### src/rtl/clock_set_ctrl_pkg.sv
`default_nettype none
// ============================================================================
//  Module      : clock_pkg
//  Description : Shared types, field layout and wrap-around helpers for the
//                12-hour clock time-setting controller.
//  Revision    : 1.0 - initial release
// ============================================================================
package clock_pkg;

    // Field widths of the packed 27-bit time word {hr, min, sec, ms}
    localparam int c_HR_W   = 5;
    localparam int c_MIN_W  = 6;
    localparam int c_SEC_W  = 6;
    localparam int c_MS_W   = 10;
    localparam int c_TIME_W = c_HR_W + c_MIN_W + c_SEC_W + c_MS_W;

    // Bit positions of each field inside the time word
    localparam int c_MS_LSB  = 0;
    localparam int c_SEC_LSB = c_MS_LSB  + c_MS_W;
    localparam int c_MIN_LSB = c_SEC_LSB + c_SEC_W;
    localparam int c_HR_LSB  = c_MIN_LSB + c_MIN_W;

    localparam logic [c_HR_W-1:0]  HR_MAX  = 5'd11;
    localparam logic [c_MIN_W-1:0] MIN_MAX = 6'd59;

    // Packed view of the time word; member order matches the bit layout
    typedef struct packed {
        logic [c_HR_W-1:0]  hr;
        logic [c_MIN_W-1:0] min;
        logic [c_SEC_W-1:0] sec;
        logic [c_MS_W-1:0]  ms;
    } clk_time_t;

    typedef enum logic [1:0] {
        RUN     = 2'd0,
        SET_HR  = 2'd1,
        SET_MIN = 2'd2,
        COMMIT  = 2'd3
    } state_t;

    // Encoding of the field output
    localparam logic [1:0] c_FIELD_NONE = 2'b00;
    localparam logic [1:0] c_FIELD_HR   = 2'b01;
    localparam logic [1:0] c_FIELD_MIN  = 2'b10;

    // DST adjustment waiting to be applied at commit
    typedef enum logic [1:0] {
        DST_NONE  = 2'd0,
        DST_PLUS  = 2'd1,
        DST_MINUS = 2'd2
    } dst_pend_t;

    function automatic logic [c_HR_W-1:0] hr_inc(input logic [c_HR_W-1:0] h);
        return (h >= HR_MAX) ? '0 : h + 5'd1;
    endfunction

    function automatic logic [c_HR_W-1:0] hr_dec(input logic [c_HR_W-1:0] h);
        return (h == '0 || h > HR_MAX) ? HR_MAX : h - 5'd1;
    endfunction

    function automatic logic [c_MIN_W-1:0] min_inc(input logic [c_MIN_W-1:0] m);
        return (m >= MIN_MAX) ? '0 : m + 6'd1;
    endfunction

    function automatic logic [c_MIN_W-1:0] min_dec(input logic [c_MIN_W-1:0] m);
        return (m == '0 || m > MIN_MAX) ? MIN_MAX : m - 6'd1;
    endfunction

    // Apply a pending DST shift to an hour value
    function automatic logic [c_HR_W-1:0] hr_adjust(input logic [c_HR_W-1:0] h,
                                                    input dst_pend_t      p);
        case (p)
            DST_PLUS:  return hr_inc(h);
            DST_MINUS: return hr_dec(h);
            default:   return h;
        endcase
    endfunction

    // Fold new DST edges into the pending shift; opposite edges cancel
    function automatic dst_pend_t pend_next(input dst_pend_t p,
                                            input logic      up,
                                            input logic      dn);
        if (up && !dn)
            return (p == DST_MINUS) ? DST_NONE : DST_PLUS;
        else if (dn && !up)
            return (p == DST_PLUS) ? DST_NONE : DST_MINUS;
        else
            return p;
    endfunction

endpackage
`default_nettype wire

### src/rtl/clock_set_ctrl_if.sv
`default_nettype none
// ============================================================================
//  Module      : clock_set_ctrl_if
//  Description : Button / DST / counter-load bundle between the debouncers,
//                the clock counter and the time-setting controller.
//  Revision    : 1.0 - initial release
// ============================================================================
interface clock_set_ctrl_if;
    import clock_pkg::*;

    logic                btn_mode;
    logic                btn_inc;
    logic                btn_dec;
    logic                dst_en;
    logic [c_TIME_W-1:0] cur_time;
    logic                run_en;
    logic                load;
    logic [c_TIME_W-1:0] load_time;
    logic [c_HR_W-1:0]   edit_hr;
    logic [c_MIN_W-1:0]  edit_min;
    logic [1:0]          field;
    logic                blink;

    // Environment side: drives buttons and live time, observes controls
    modport master (
        output btn_mode, btn_inc, btn_dec, dst_en, cur_time,
        input  run_en, load, load_time, edit_hr, edit_min, field, blink
    );

    // Controller side
    modport slave (
        input  btn_mode, btn_inc, btn_dec, dst_en, cur_time,
        output run_en, load, load_time, edit_hr, edit_min, field, blink
    );

endinterface
`default_nettype wire

### src/rtl/clock_set_ctrl_btn_repeat.sv
`default_nettype none
// ============================================================================
//  Module      : btn_repeat
//  Description : Rising-edge detector with hold-then-repeat auto-fire.
//                evt pulses one cycle on the press edge, HOLD_MS cycles
//                later, then every REPEAT_MS cycles while held.
//  Revision    : 1.0 - initial release
// ============================================================================
module btn_repeat #(
    parameter int HOLD_MS   = 500,
    parameter int REPEAT_MS = 100
) (
    input  wire  kh_clk,
    input  wire  reset,
    input  wire  btn,
    input  wire  restart,
    output logic evt
);

    localparam int c_CNT_MAX = (HOLD_MS > REPEAT_MS) ? HOLD_MS : REPEAT_MS;
    localparam int c_CNT_W   = $clog2(c_CNT_MAX + 1);

    localparam logic [c_CNT_W-1:0] c_ONE    = c_CNT_W'(1);
    localparam logic [c_CNT_W-1:0] c_HOLD   = c_CNT_W'(HOLD_MS);
    localparam logic [c_CNT_W-1:0] c_REPEAT = c_CNT_W'(REPEAT_MS);

    logic               r_btn_q;
    logic               r_repeat;
    logic [c_CNT_W-1:0] r_cnt;

    // Edge detect and hold/repeat timing; r_cnt counts cycles since last event
    always_ff @(posedge kh_clk or posedge reset) begin
        if (reset) begin
            r_btn_q  <= 1'b0;
            r_repeat <= 1'b0;
            r_cnt    <= '0;
            evt      <= 1'b0;
        end else begin
            r_btn_q <= btn;
            evt     <= 1'b0;
            if (btn && !r_btn_q) begin
                evt      <= 1'b1;
                r_cnt    <= c_ONE;
                r_repeat <= 1'b0;
            end else if (!btn) begin
                r_cnt    <= '0;
                r_repeat <= 1'b0;
            end else if (restart) begin
                r_cnt    <= c_ONE;
                r_repeat <= 1'b0;
            end else if ((!r_repeat && r_cnt == c_HOLD) ||
                         ( r_repeat && r_cnt == c_REPEAT)) begin
                evt      <= 1'b1;
                r_cnt    <= c_ONE;
                r_repeat <= 1'b1;
            end else begin
                r_cnt <= r_cnt + c_ONE;
            end
        end
    end

endmodule
`default_nettype wire

### src/rtl/clock_set_ctrl.sv
`default_nettype none
// ============================================================================
//  Module      : clock_set_ctrl
//  Description : Hour-then-minute time editor and DST adjuster for the
//                12-hour clock counter. Holds the counter while editing and
//                commits the result with a one-cycle load strobe.
//  Revision    : 1.0 - initial release
// ============================================================================
module clock_set_ctrl
    import clock_pkg::*;
#(
    parameter int HOLD_MS    = 500,
    parameter int REPEAT_MS  = 100,
    parameter int TIMEOUT_MS = 10000,
    parameter int BLINK_MS   = 250
) (
    input  wire              kh_clk,
    input  wire              reset,
    clock_set_ctrl_if.slave  bus
);

    localparam int c_TMO_W   = $clog2(TIMEOUT_MS + 1);
    localparam int c_BLINK_W = $clog2(BLINK_MS + 1);

    localparam logic [c_TMO_W-1:0]   c_TMO_LAST   = c_TMO_W'(TIMEOUT_MS - 1);
    localparam logic [c_TMO_W-1:0]   c_TMO_ONE    = c_TMO_W'(1);
    localparam logic [c_BLINK_W-1:0] c_BLINK_LAST = c_BLINK_W'(BLINK_MS - 1);
    localparam logic [c_BLINK_W-1:0] c_BLINK_ONE  = c_BLINK_W'(1);

    logic w_inc_evt;
    logic w_dec_evt;
    logic w_both;
    logic w_inc;
    logic w_dec;

    logic r_mode_q;
    logic r_mode_evt;
    logic r_dst_q;
    logic r_dst_up;
    logic r_dst_dn;

    state_t                r_state;
    dst_pend_t             r_dst_pend;
    logic [c_TMO_W-1:0]    r_tmo_cnt;
    logic [c_BLINK_W-1:0]  r_blink_cnt;
    logic                  r_run_en;
    logic                  r_load;
    logic [c_TIME_W-1:0]   r_load_time;
    logic [c_HR_W-1:0]     r_edit_hr;
    logic [c_MIN_W-1:0]    r_edit_min;
    logic [1:0]            r_field;
    logic                  r_blink;

    clk_time_t             w_cur;
    dst_pend_t             w_pend_nxt;
    logic [c_HR_W-1:0]     w_commit_hr;

    // Coincident inc and dec cancel each other and restart both timers
    assign w_both = w_inc_evt & w_dec_evt;
    assign w_inc  = w_inc_evt & ~w_dec_evt;
    assign w_dec  = w_dec_evt & ~w_inc_evt;

    assign w_cur       = clk_time_t'(bus.cur_time);
    assign w_pend_nxt  = pend_next(r_dst_pend, r_dst_up, r_dst_dn);
    assign w_commit_hr = hr_adjust(r_edit_hr, w_pend_nxt);

    btn_repeat #(
        .HOLD_MS   (HOLD_MS),
        .REPEAT_MS (REPEAT_MS)
    ) u_inc (
        .kh_clk  (kh_clk),
        .reset   (reset),
        .btn     (bus.btn_inc),
        .restart (w_both),
        .evt     (w_inc_evt)
    );

    btn_repeat #(
        .HOLD_MS   (HOLD_MS),
        .REPEAT_MS (REPEAT_MS)
    ) u_dec (
        .kh_clk  (kh_clk),
        .reset   (reset),
        .btn     (bus.btn_dec),
        .restart (w_both),
        .evt     (w_dec_evt)
    );

    // Registered edge detection for the mode button and the DST level
    always_ff @(posedge kh_clk or posedge reset) begin
        if (reset) begin
            r_mode_q   <= 1'b0;
            r_mode_evt <= 1'b0;
            r_dst_q    <= 1'b0;
            r_dst_up   <= 1'b0;
            r_dst_dn   <= 1'b0;
        end else begin
            r_mode_q   <= bus.btn_mode;
            r_mode_evt <= bus.btn_mode & ~r_mode_q;
            r_dst_q    <= bus.dst_en;
            r_dst_up   <= bus.dst_en & ~r_dst_q;
            r_dst_dn   <= ~bus.dst_en & r_dst_q;
        end
    end

    // Edit state machine with registered outputs, timeout and blink timing
    always_ff @(posedge kh_clk or posedge reset) begin
        if (reset) begin
            r_state     <= RUN;
            r_dst_pend  <= DST_NONE;
            r_tmo_cnt   <= '0;
            r_blink_cnt <= '0;
            r_run_en    <= 1'b1;
            r_load      <= 1'b0;
            r_load_time <= '0;
            r_edit_hr   <= '0;
            r_edit_min  <= '0;
            r_field     <= c_FIELD_NONE;
            r_blink     <= 1'b0;
        end else begin
            r_load <= 1'b0;
            case (r_state)
                RUN: begin
                    r_run_en    <= 1'b1;
                    r_field     <= c_FIELD_NONE;
                    r_blink     <= 1'b0;
                    r_blink_cnt <= '0;
                    r_tmo_cnt   <= '0;
                    if (r_mode_evt) begin
                        // A DST edge coinciding with entry becomes pending
                        r_edit_hr  <= w_cur.hr;
                        r_edit_min <= w_cur.min;
                        r_dst_pend <= pend_next(DST_NONE, r_dst_up, r_dst_dn);
                        r_state    <= SET_HR;
                        r_field    <= c_FIELD_HR;
                        r_run_en   <= 1'b0;
                        r_blink    <= 1'b1;
                    end else if (r_dst_up) begin
                        r_load      <= 1'b1;
                        r_load_time <= {hr_inc(w_cur.hr), w_cur.min, w_cur.sec, w_cur.ms};
                    end else if (r_dst_dn) begin
                        r_load      <= 1'b1;
                        r_load_time <= {hr_dec(w_cur.hr), w_cur.min, w_cur.sec, w_cur.ms};
                    end
                end

                SET_HR, SET_MIN: begin
                    r_dst_pend <= w_pend_nxt;
                    if (r_mode_evt) begin
                        r_tmo_cnt   <= '0;
                        r_blink_cnt <= '0;
                        if (r_state == SET_HR) begin
                            r_state <= SET_MIN;
                            r_field <= c_FIELD_MIN;
                            r_blink <= 1'b1;
                        end else begin
                            r_state     <= COMMIT;
                            r_field     <= c_FIELD_NONE;
                            r_blink     <= 1'b0;
                            r_load      <= 1'b1;
                            r_edit_hr   <= w_commit_hr;
                            r_load_time <= {w_commit_hr, r_edit_min, 6'd0, 10'd0};
                            r_dst_pend  <= DST_NONE;
                        end
                    end else if (w_inc || w_dec) begin
                        r_tmo_cnt   <= '0;
                        r_blink     <= 1'b1;
                        r_blink_cnt <= '0;
                        if (r_state == SET_HR)
                            r_edit_hr  <= w_inc ? hr_inc(r_edit_hr) : hr_dec(r_edit_hr);
                        else
                            r_edit_min <= w_inc ? min_inc(r_edit_min) : min_dec(r_edit_min);
                    end else if (!w_both && r_tmo_cnt == c_TMO_LAST) begin
                        // Abandon the edit: no load, pending DST dropped
                        r_state     <= RUN;
                        r_field     <= c_FIELD_NONE;
                        r_run_en    <= 1'b1;
                        r_blink     <= 1'b0;
                        r_blink_cnt <= '0;
                        r_tmo_cnt   <= '0;
                        r_dst_pend  <= DST_NONE;
                    end else begin
                        r_tmo_cnt <= w_both ? '0 : r_tmo_cnt + c_TMO_ONE;
                        if (r_blink_cnt == c_BLINK_LAST) begin
                            r_blink_cnt <= '0;
                            r_blink     <= ~r_blink;
                        end else begin
                            r_blink_cnt <= r_blink_cnt + c_BLINK_ONE;
                        end
                    end
                end

                COMMIT: begin
                    r_state  <= RUN;
                    r_run_en <= 1'b1;
                end

                default: r_state <= RUN;
            endcase
        end
    end

    assign bus.run_en    = r_run_en;
    assign bus.load      = r_load;
    assign bus.load_time = r_load_time;
    assign bus.edit_hr   = r_edit_hr;
    assign bus.edit_min  = r_edit_min;
    assign bus.field     = r_field;
    assign bus.blink     = r_blink;

endmodule
`default_nettype wire

### src/flat_wrapper.sv
// flat-port wrapper written by rule: the top's interface ports become plain ports
module clock_set_ctrl_flat import clock_pkg::*;
#(
    parameter int HOLD_MS    = 500,
    parameter int REPEAT_MS  = 100,
    parameter int TIMEOUT_MS = 10000,
    parameter int BLINK_MS   = 250
)
  (kh_clk, reset, bus_btn_mode, bus_btn_inc, bus_btn_dec, bus_dst_en, bus_cur_time, bus_run_en, bus_load, bus_load_time, bus_edit_hr, bus_edit_min, bus_field, bus_blink);
  clock_set_ctrl_if bus_i ();
  input  wire kh_clk;
  input  wire reset;
  input wire logic [$bits(bus_i.btn_mode)-1:0] bus_btn_mode;
  input wire logic [$bits(bus_i.btn_inc)-1:0] bus_btn_inc;
  input wire logic [$bits(bus_i.btn_dec)-1:0] bus_btn_dec;
  input wire logic [$bits(bus_i.dst_en)-1:0] bus_dst_en;
  input wire logic [$bits(bus_i.cur_time)-1:0] bus_cur_time;
  output wire logic [$bits(bus_i.run_en)-1:0] bus_run_en;
  output wire logic [$bits(bus_i.load)-1:0] bus_load;
  output wire logic [$bits(bus_i.load_time)-1:0] bus_load_time;
  output wire logic [$bits(bus_i.edit_hr)-1:0] bus_edit_hr;
  output wire logic [$bits(bus_i.edit_min)-1:0] bus_edit_min;
  output wire logic [$bits(bus_i.field)-1:0] bus_field;
  output wire logic [$bits(bus_i.blink)-1:0] bus_blink;
  assign bus_i.btn_mode = bus_btn_mode;
  assign bus_i.btn_inc = bus_btn_inc;
  assign bus_i.btn_dec = bus_btn_dec;
  assign bus_i.dst_en = bus_dst_en;
  assign bus_i.cur_time = bus_cur_time;
  assign bus_run_en = bus_i.run_en;
  assign bus_load = bus_i.load;
  assign bus_load_time = bus_i.load_time;
  assign bus_edit_hr = bus_i.edit_hr;
  assign bus_edit_min = bus_i.edit_min;
  assign bus_field = bus_i.field;
  assign bus_blink = bus_i.blink;
  clock_set_ctrl #(.HOLD_MS(HOLD_MS), .REPEAT_MS(REPEAT_MS), .TIMEOUT_MS(TIMEOUT_MS), .BLINK_MS(BLINK_MS)) u_core (.kh_clk(kh_clk), .reset(reset), .bus(bus_i));
endmodule
### config.mk
export PLATFORM = sky130hd
export DESIGN_NAME = clock_set_ctrl_flat
export DESIGN_NICKNAME = d
export VERILOG_FILES = /design/src/rtl/clock_set_ctrl_pkg.sv /design/src/rtl/clock_set_ctrl_if.sv /design/src/rtl/clock_set_ctrl_btn_repeat.sv /design/src/rtl/clock_set_ctrl.sv /design/src/flat_wrapper.sv
export SDC_FILE = /design/constraint.sdc
export NUM_CORES = 1
export LEC_CHECK = 0
export BUFFER_PORTS_ARGS = -buffer_cell sky130_fd_sc_hd__buf_2
export CAP_MARGIN = 20
export CORE_UTILIZATION = 53
export CTS_CLUSTER_SIZE = 24
export DETAILED_ROUTE_END_ITERATION = 16
export PLACE_DENSITY = 0.77
export SYNTH_ARGS = -nofsm -noshare
export SYNTH_HDL_FRONTEND = slang
export SYNTH_HIERARCHICAL = 1
export SYNTH_SLANG_ARGS = --single-unit
export TNS_END_PERCENT = 1
### constraint.sdc
create_clock -name kh_clk -period 2.5 [get_ports kh_clk]
set_clock_uncertainty 0.1 [all_clocks]
set_input_delay 0.125 -clock kh_clk [delete_from_list [all_inputs] [get_ports kh_clk]]
set_output_delay 0.125 -clock kh_clk [all_outputs]
set_load 0.02 [all_outputs]
-- Yosys cells after proc, flatten, opt, wreduce, memory -nomap -nowiden
Index checks and enable logic that the tools add are counted.
- add/sub/neg operators: 10
- order comparisons: 6
- eq/ne operators: 30
- multiplexer cells: 100
- bitwise operators: 12
- reduce and logical (&&, ||, !) cells: 36
- operator list (cell ; number):
    27-bit 2-to-1 mux ; 5
    9-bit 2-to-1 mux ; 8
    14-bit 2-to-1 mux ; 4
    27-bit case mux with 2 select lines ; 1
    5-bit 2-to-1 mux ; 10
    6-bit 2-to-1 mux ; 7
    1-bit 2-to-1 mux ; 34
    2-bit 2-to-1 mux ; 16
    8-bit 2-to-1 mux ; 4
    14-bit case mux with 2 select lines ; 1
    5-bit case mux with 2 select lines ; 2
    9-bit by 1-bit adder with 9-bit output (second input constant) ; 2
    9-bit by 7-bit == test with 1-bit output (second input constant) ; 2
    9-bit == test (second input constant) ; 2
    8-bit case mux with 2 select lines ; 1
    5-bit AND reduction ; 3
    14-bit by 1-bit adder with 14-bit output (second input constant) ; 1
    14-bit == test (second input constant) ; 1
    3-bit by 1-bit inequality test with 1-bit output (second input constant) ; 4
    6-bit case mux with 2 select lines ; 1
    5-bit by 1-bit adder with 5-bit output (second input constant) ; 2
    5-bit by 4-bit >= comparator with 1-bit output (second input constant) ; 2
    5-bit by 4-bit greater-than comparator with 1-bit output (second input constant) ; 2
    5-bit logical NOT ; 2
    other kinds (30) ; 77
- register bits: 98
- input bits: 33
- output and inout port bits: 43
- word-level logic and storage cells: 218

-- Depth between registers and ports, before layout
- depth after elaboration: 9
- mapped depth: 12
- mapped depth without buffers: 10

-- Hierarchy
Netlist, hierarchy kept.
- modules (own cells, without submodules) (module ; instances ; cells each ; area each (µm²) ; sequential area each (µm²)):
    clock_set_ctrl ; 1 ; 538 ; 4543.1 ; 1853.0
    btn_repeat ; 2 ; 55 ; 608.1 ; 300.3

-- Worst setup path after synthesis
No wires, ideal clock.
- path kind: register -> register
- start point: register u_core.u_inc.evt
- end point: register u_core.r_blink (netlist: u_core/bus.blink)
- library setup time: 127 ps
- data arrival time: 2184 ps
- required time: 2273 ps
- setup slack: 89 ps
- stages on the path, launching flop included: 7
- path buffers: 0
- period minus slack after synthesis: 2411 ps
- cells stage by stage: dfrtp_1 -> ha_1 -> or4b_4 -> nor4_4 -> nor2_2 -> a21oi_2 -> mux2_1
- cells in the longest elaborated chain, start to end: 7
- elaborated cells on any way between the ends: 13
- classes of those cells: eq/ne (1); mux (4); bitwise (4); reduce/logical (4)
- ends and longest elaborated chain (item ; line ; RTL):
    start, declared ; clock_set_ctrl_btn_repeat.sv:17 ; output logic evt
    start signal, assigned ; clock_set_ctrl_btn_repeat.sv:37 ; evt <= 1'b0;
    start signal, assigned ; clock_set_ctrl_btn_repeat.sv:40 ; evt <= 1'b0;
    start signal, assigned ; clock_set_ctrl_btn_repeat.sv:42 ; evt <= 1'b1;
    1-bit AND * ; clock_set_ctrl.sv:59 ; assign w_both = w_inc_evt & w_dec_evt;
    via u_core.w_both ; clock_set_ctrl.sv:32 ; logic w_both;
    1-bit logical NOT * ; clock_set_ctrl.sv:173 ; end else if (!w_both && r_tmo_cnt == c_TMO_LAST) begin
    1-bit logical AND * ; clock_set_ctrl.sv:173 ;
    1-bit 2-to-1 mux ; clock_set_ctrl.sv:173 ;
    1-bit 2-to-1 mux ; clock_set_ctrl.sv:165 ; end else if (w_inc || w_dec) begin
    1-bit 2-to-1 mux ; clock_set_ctrl.sv:149 ; if (r_mode_evt) begin
    1-bit case mux with 2 select lines ; clock_set_ctrl.sv:122 ; case (r_state)
    end signal, assigned ; clock_set_ctrl.sv:186 ; r_blink <= ~r_blink;
    end, declared ; clock_set_ctrl.sv:52 ; logic r_blink;
The timed path passes the listed nets; every way through them passes the cells marked *.
A chain may end at the register's enable or synchronous reset.

-- Worst setup path in the final report
- start point: register u_core.u_inc.evt
- end point: register u_core.r_dst_pend[1]
- cells in the longest elaborated chain, start to end: 7
- elaborated cells on any way between the ends: 11
- classes of those cells: mux (4); bitwise (4); reduce/logical (3)
- ends and longest elaborated chain (item ; line ; RTL):
    1-bit AND ; clock_set_ctrl.sv:59 ;
    via u_core.w_both ; clock_set_ctrl.sv:32 ;
    1-bit logical NOT ; clock_set_ctrl.sv:173 ;
    1-bit logical AND ; clock_set_ctrl.sv:173 ;
    2-bit 2-to-1 mux ; clock_set_ctrl.sv:173 ;
    2-bit 2-to-1 mux ; clock_set_ctrl.sv:165 ;
    2-bit 2-to-1 mux ; clock_set_ctrl.sv:149 ;
    2-bit case mux with 2 select lines ; clock_set_ctrl.sv:122 ;
    end signal, assigned ; clock_set_ctrl.sv:133 ; r_dst_pend <= pend_next(DST_NONE, r_dst_up, r_dst_dn);
    end signal, assigned ; clock_set_ctrl.sv:148 ; r_dst_pend <= w_pend_nxt;
    end, declared ; clock_set_ctrl.sv:43 ; dst_pend_t r_dst_pend;
The timed path passes the listed nets, and every way through them passes these cells.

==> out/results.txt <==
outcome -> finished clean
Yosys reg bits -> 98
Startpoint Class -> register
CP Class -> register to register
Slew Limit Fails -> 0
Max Fclk -> 0.421 GHz
Hold Crit Class -> input pin to register
cell row count -> 37
P_leak -> 2.96 nW
Vias/cell -> 5.87
post-DP HPWL -> 9440 um
Port Buf Inserts -> 75
routed len/inst -> 15.7 um
cts bufs inserted -> 9
via count -> 5,179
Final Setup Violations -> 0
core area -> 10,400 um^2
Clock Root Buffer -> clkbuf_8
I/O Pins -> 76
Synth cell types -> 69
maximum VDD drop -> 0.000659 V
Place WS -> 0.166 ns
Tot Pwr -> 7.38 mW
Seq/Total Area, Yosys -> 42.6%
Power Density -> 1090 nW/um^2
share of cells above drive strength 1 -> 18.2%
CP Data Required Time -> 2.65 ns
crit end category -> register
Area growth, synth to finish -> 17.6%
Slew headroom -> 55.2%
drt total wl -> 13,900 um
largest net degree at the start of global routing -> 75
GRT overflow -> 0
Worst Tran Pin Value -> 0.672 ns
TritonCTS clock tree -> done
Diodes inserted -> 0
Tmin final -> 2.37 ns
CP delay by family, top -> simple AND/OR/NAND/NOR gates
period utilization -> 94.9%
post-detailed-route count of antenna-violating nets -> 0
Synth Warn # -> 6
total of max-cap violations -> 0
top_reg_cell synth -> dfrtp_1
Synth Net Count -> 702
clk sinks -> 98
Filler cells -> 848
Starting Density -> 55.3%
arrival time at the worst endpoint -> 2.52 ns
Hold Vio Cnt, Final -> 0
1st-iter DRT viols -> 458
nets -> 796
worst path bufs/invs -> 1
RSZ-0062 raised after global routing -> yes
clock buffer depth -> 2
H-tree level count -> 3
Setup WS post-layout -> 0.127 ns
crit-path max FO -> 6
Synth Area per Inst -> 8.89 um^2
DIE AREA -> 11,300 um^2
Post-synth EDFFs -> 0
Chip Height -> 106 um
Mapped Cells -> 648
Global Route Usage Sum -> 25.8%
number of global-route vias before repair -> 4,947
Die X -> 106 um
worst path cell trace -> ha_1, or4b_4, nor4_4, buf_4, nand2_1, o2111ai_1, a31oi_1
CTS clock-pin slew for the worst setup and hold paths -> 0.10 ns
Slowest-stage cell, CP -> or4b_4
async set-reset flop share out of synthesis -> 100%
first-pass GRT wire length -> 23,500 um
GPL Wtd Cong -> 0.955
initial antenna violation count -> 0
Worst-Skew Late Latency -> 0.37 ns
1st-pass router iterations -> 5
DR DRC count -> 0
mapped cell area -> 5760 um^2
slowest stage delay, CP -> 0.52 ns
final timing paths:
check,startpoint,endpoint,slack (ns),cells past startpoint
min reg2reg,u_core/r_mode_q,u_core/r_mode_evt,0.30,1
min,bus_cur_time[26],u_core/bus.load_time[22],0.08,4
max in group asynchronous,reset,u_core/bus.load_time[13],1.69,4
max reg2reg,u_core/u_inc/evt,u_core/r_dst_pend[1],0.13,7
min in group asynchronous,reset,u_core/u_dec/r_cnt[1],0.21,3
max,u_core/u_inc/evt,u_core/r_dst_pend[1],0.13,7
report_power, final:
| part | total, mW | switching (mW) | internal (mW) |
|---|---|---|---|
| logic | 3.95 | 2.53 | 1.43 |
| clock network | 1.09 | 0.583 | 0.504 |
| registers | 2.34 | 0.358 | 1.98 |
state kept, by name, indices dropped and copies added (netlist names), 2 cells and up:
name                  flops
u_core/bus.edit_hr        5
u_core/bus.edit_min       6
u_core/bus.field          2
u_core/bus.load_time     27
u_core/r_blink_cnt        8
u_core/r_dst_pend         2
u_core/r_state            2
u_core/r_tmo_cnt         14
u_core/u_dec/r_cnt        9
u_core/u_inc/r_cnt        9
cells in the mapped netlist (7+ instances only):
library cell | number | area (um^2)
a211oi_1 | 10 | 75.1
a21oi_1 | 26 | 130
a31oi_1 | 14 | 87.6
clkbuf_1 | 28 | 105
dfrtp_1 | 97 | 2430
ha_1 | 21 | 263
inv_1 | 34 | 128
nand2_1 | 91 | 342
nand3_1 | 21 | 105
nand4_1 | 9 | 56.3
nor2_1 | 41 | 154
nor2b_1 | 19 | 119
nor3_1 | 20 | 100
o21ai_0 | 59 | 295
o31ai_1 | 7 | 52.6
or4_1 | 7 | 52.6
xnor2_1 | 15 | 131
xor2_1 | 15 | 131
metrics by stage:
step / hold WS, ns / cells / cell area, um^2 / utilization [%] / TNS [ns]
2_1_floorplan: -0.110 / 648 / 5760 / - / 0
3_3_place_gp: 0.0758 / 843 / 6310 / 60.6 / 0
3_5_place_dp: 0.0845 / 843 / 6310 / 60.6 / 0
4_1_cts: 0.0556 / 883 / 6760 / 64.9 / 0
5_1_grt: 0.0878 / 883 / 6780 / 65.0 / -0.000270
6_report: 0.0807 / 883 / 6780 / 65.0 / 0
cell families (layout without fill, tap and decap cells):
kind of cell             count (synthesis)  in the layout  share of synthesized area [%]
AND/OR/NAND/NOR                        253            253                           22.5
AO/OA/AOI/OAI                          169            169                           19.6
flip-flops                              98             98                           42.6
buffers and inverters                   70            169                           4.95
XOR/XNOR                                30             30                           4.56
adder cells (fa/ha/maj)                 21             21                           4.56
multiplexers                             7              7                           1.24
timing repair:
item,4_1_cts,5_1_grt
resized for setup,0,8
endpoints found under the hold margin,130,0
setup endpoints to repair,0,6
hold buffers,24,0
buffers inserted,0,0
cell usage in the layout (no fill, tap or decap), drive strengths merged, types with 3 or more instances in the layout:
master / netlist / routed
inv: 34 / 37
a211o: 3 / 3
dfrtp: 97 / 97
nor4: 3 / 3
nor2: 44 / 44
or4b: 3 / 3
o31ai: 7 / 7
nand4: 9 / 9
mux2i: 6 / 6
nor3: 20 / 20
a21oi: 28 / 28
or4: 7 / 7
o21ai: 60 / 60
xnor2: 15 / 15
and3: 5 / 5
nand4b: 6 / 6
o21a: 3 / 3
a211oi: 10 / 10
a2111oi: 4 / 4
o22ai: 6 / 6
a22o: 5 / 5
buf: 8 / 95
xor2: 15 / 15
a31oi: 14 / 14
ha: 21 / 21
nor3b: 3 / 3
nand2b: 5 / 5
a32oi: 3 / 3
dlygate4sd3: 0 / 24
nor2b: 19 / 19
nand2: 91 / 91
or3: 6 / 6
o21ba: 3 / 3
clkbuf: 28 / 10
nand3: 21 / 21
a311oi: 4 / 4
worst reg2reg max path, delay by kind of cell (launching register included):
family,cells,cell delay (ns)
compound gates,2,0.35
fa+ha+maj,1,0.21
flops,1,0.40
simple gates,3,1.00
buf+inv,1,0.20
layer usage:
metal  GRT usage (%)  wire [um]  share of wire [%]
met5               0          0                  0
met4            9.62        282                2.0
met3            3.92        741                5.3
met2            41.9       6490                 47
met1            34.9       6380                 46
area by class of cell:
cell class | count | area (um^2) | share of cell area [%]
clock buffer | 10 | 138 | 2.03
multi-input combinational | 480 | 3030 | 44.8
tap | 136 | 170 | 2.51
clock inverter | 6 | 72.6 | 1.07
sequential | 98 | 2450 | 36.2
timing repair buffer | 119 | 778 | 11.5
inverter | 34 | 128 | 1.88
No activity file was read; power rests on OpenSTA's default activity.
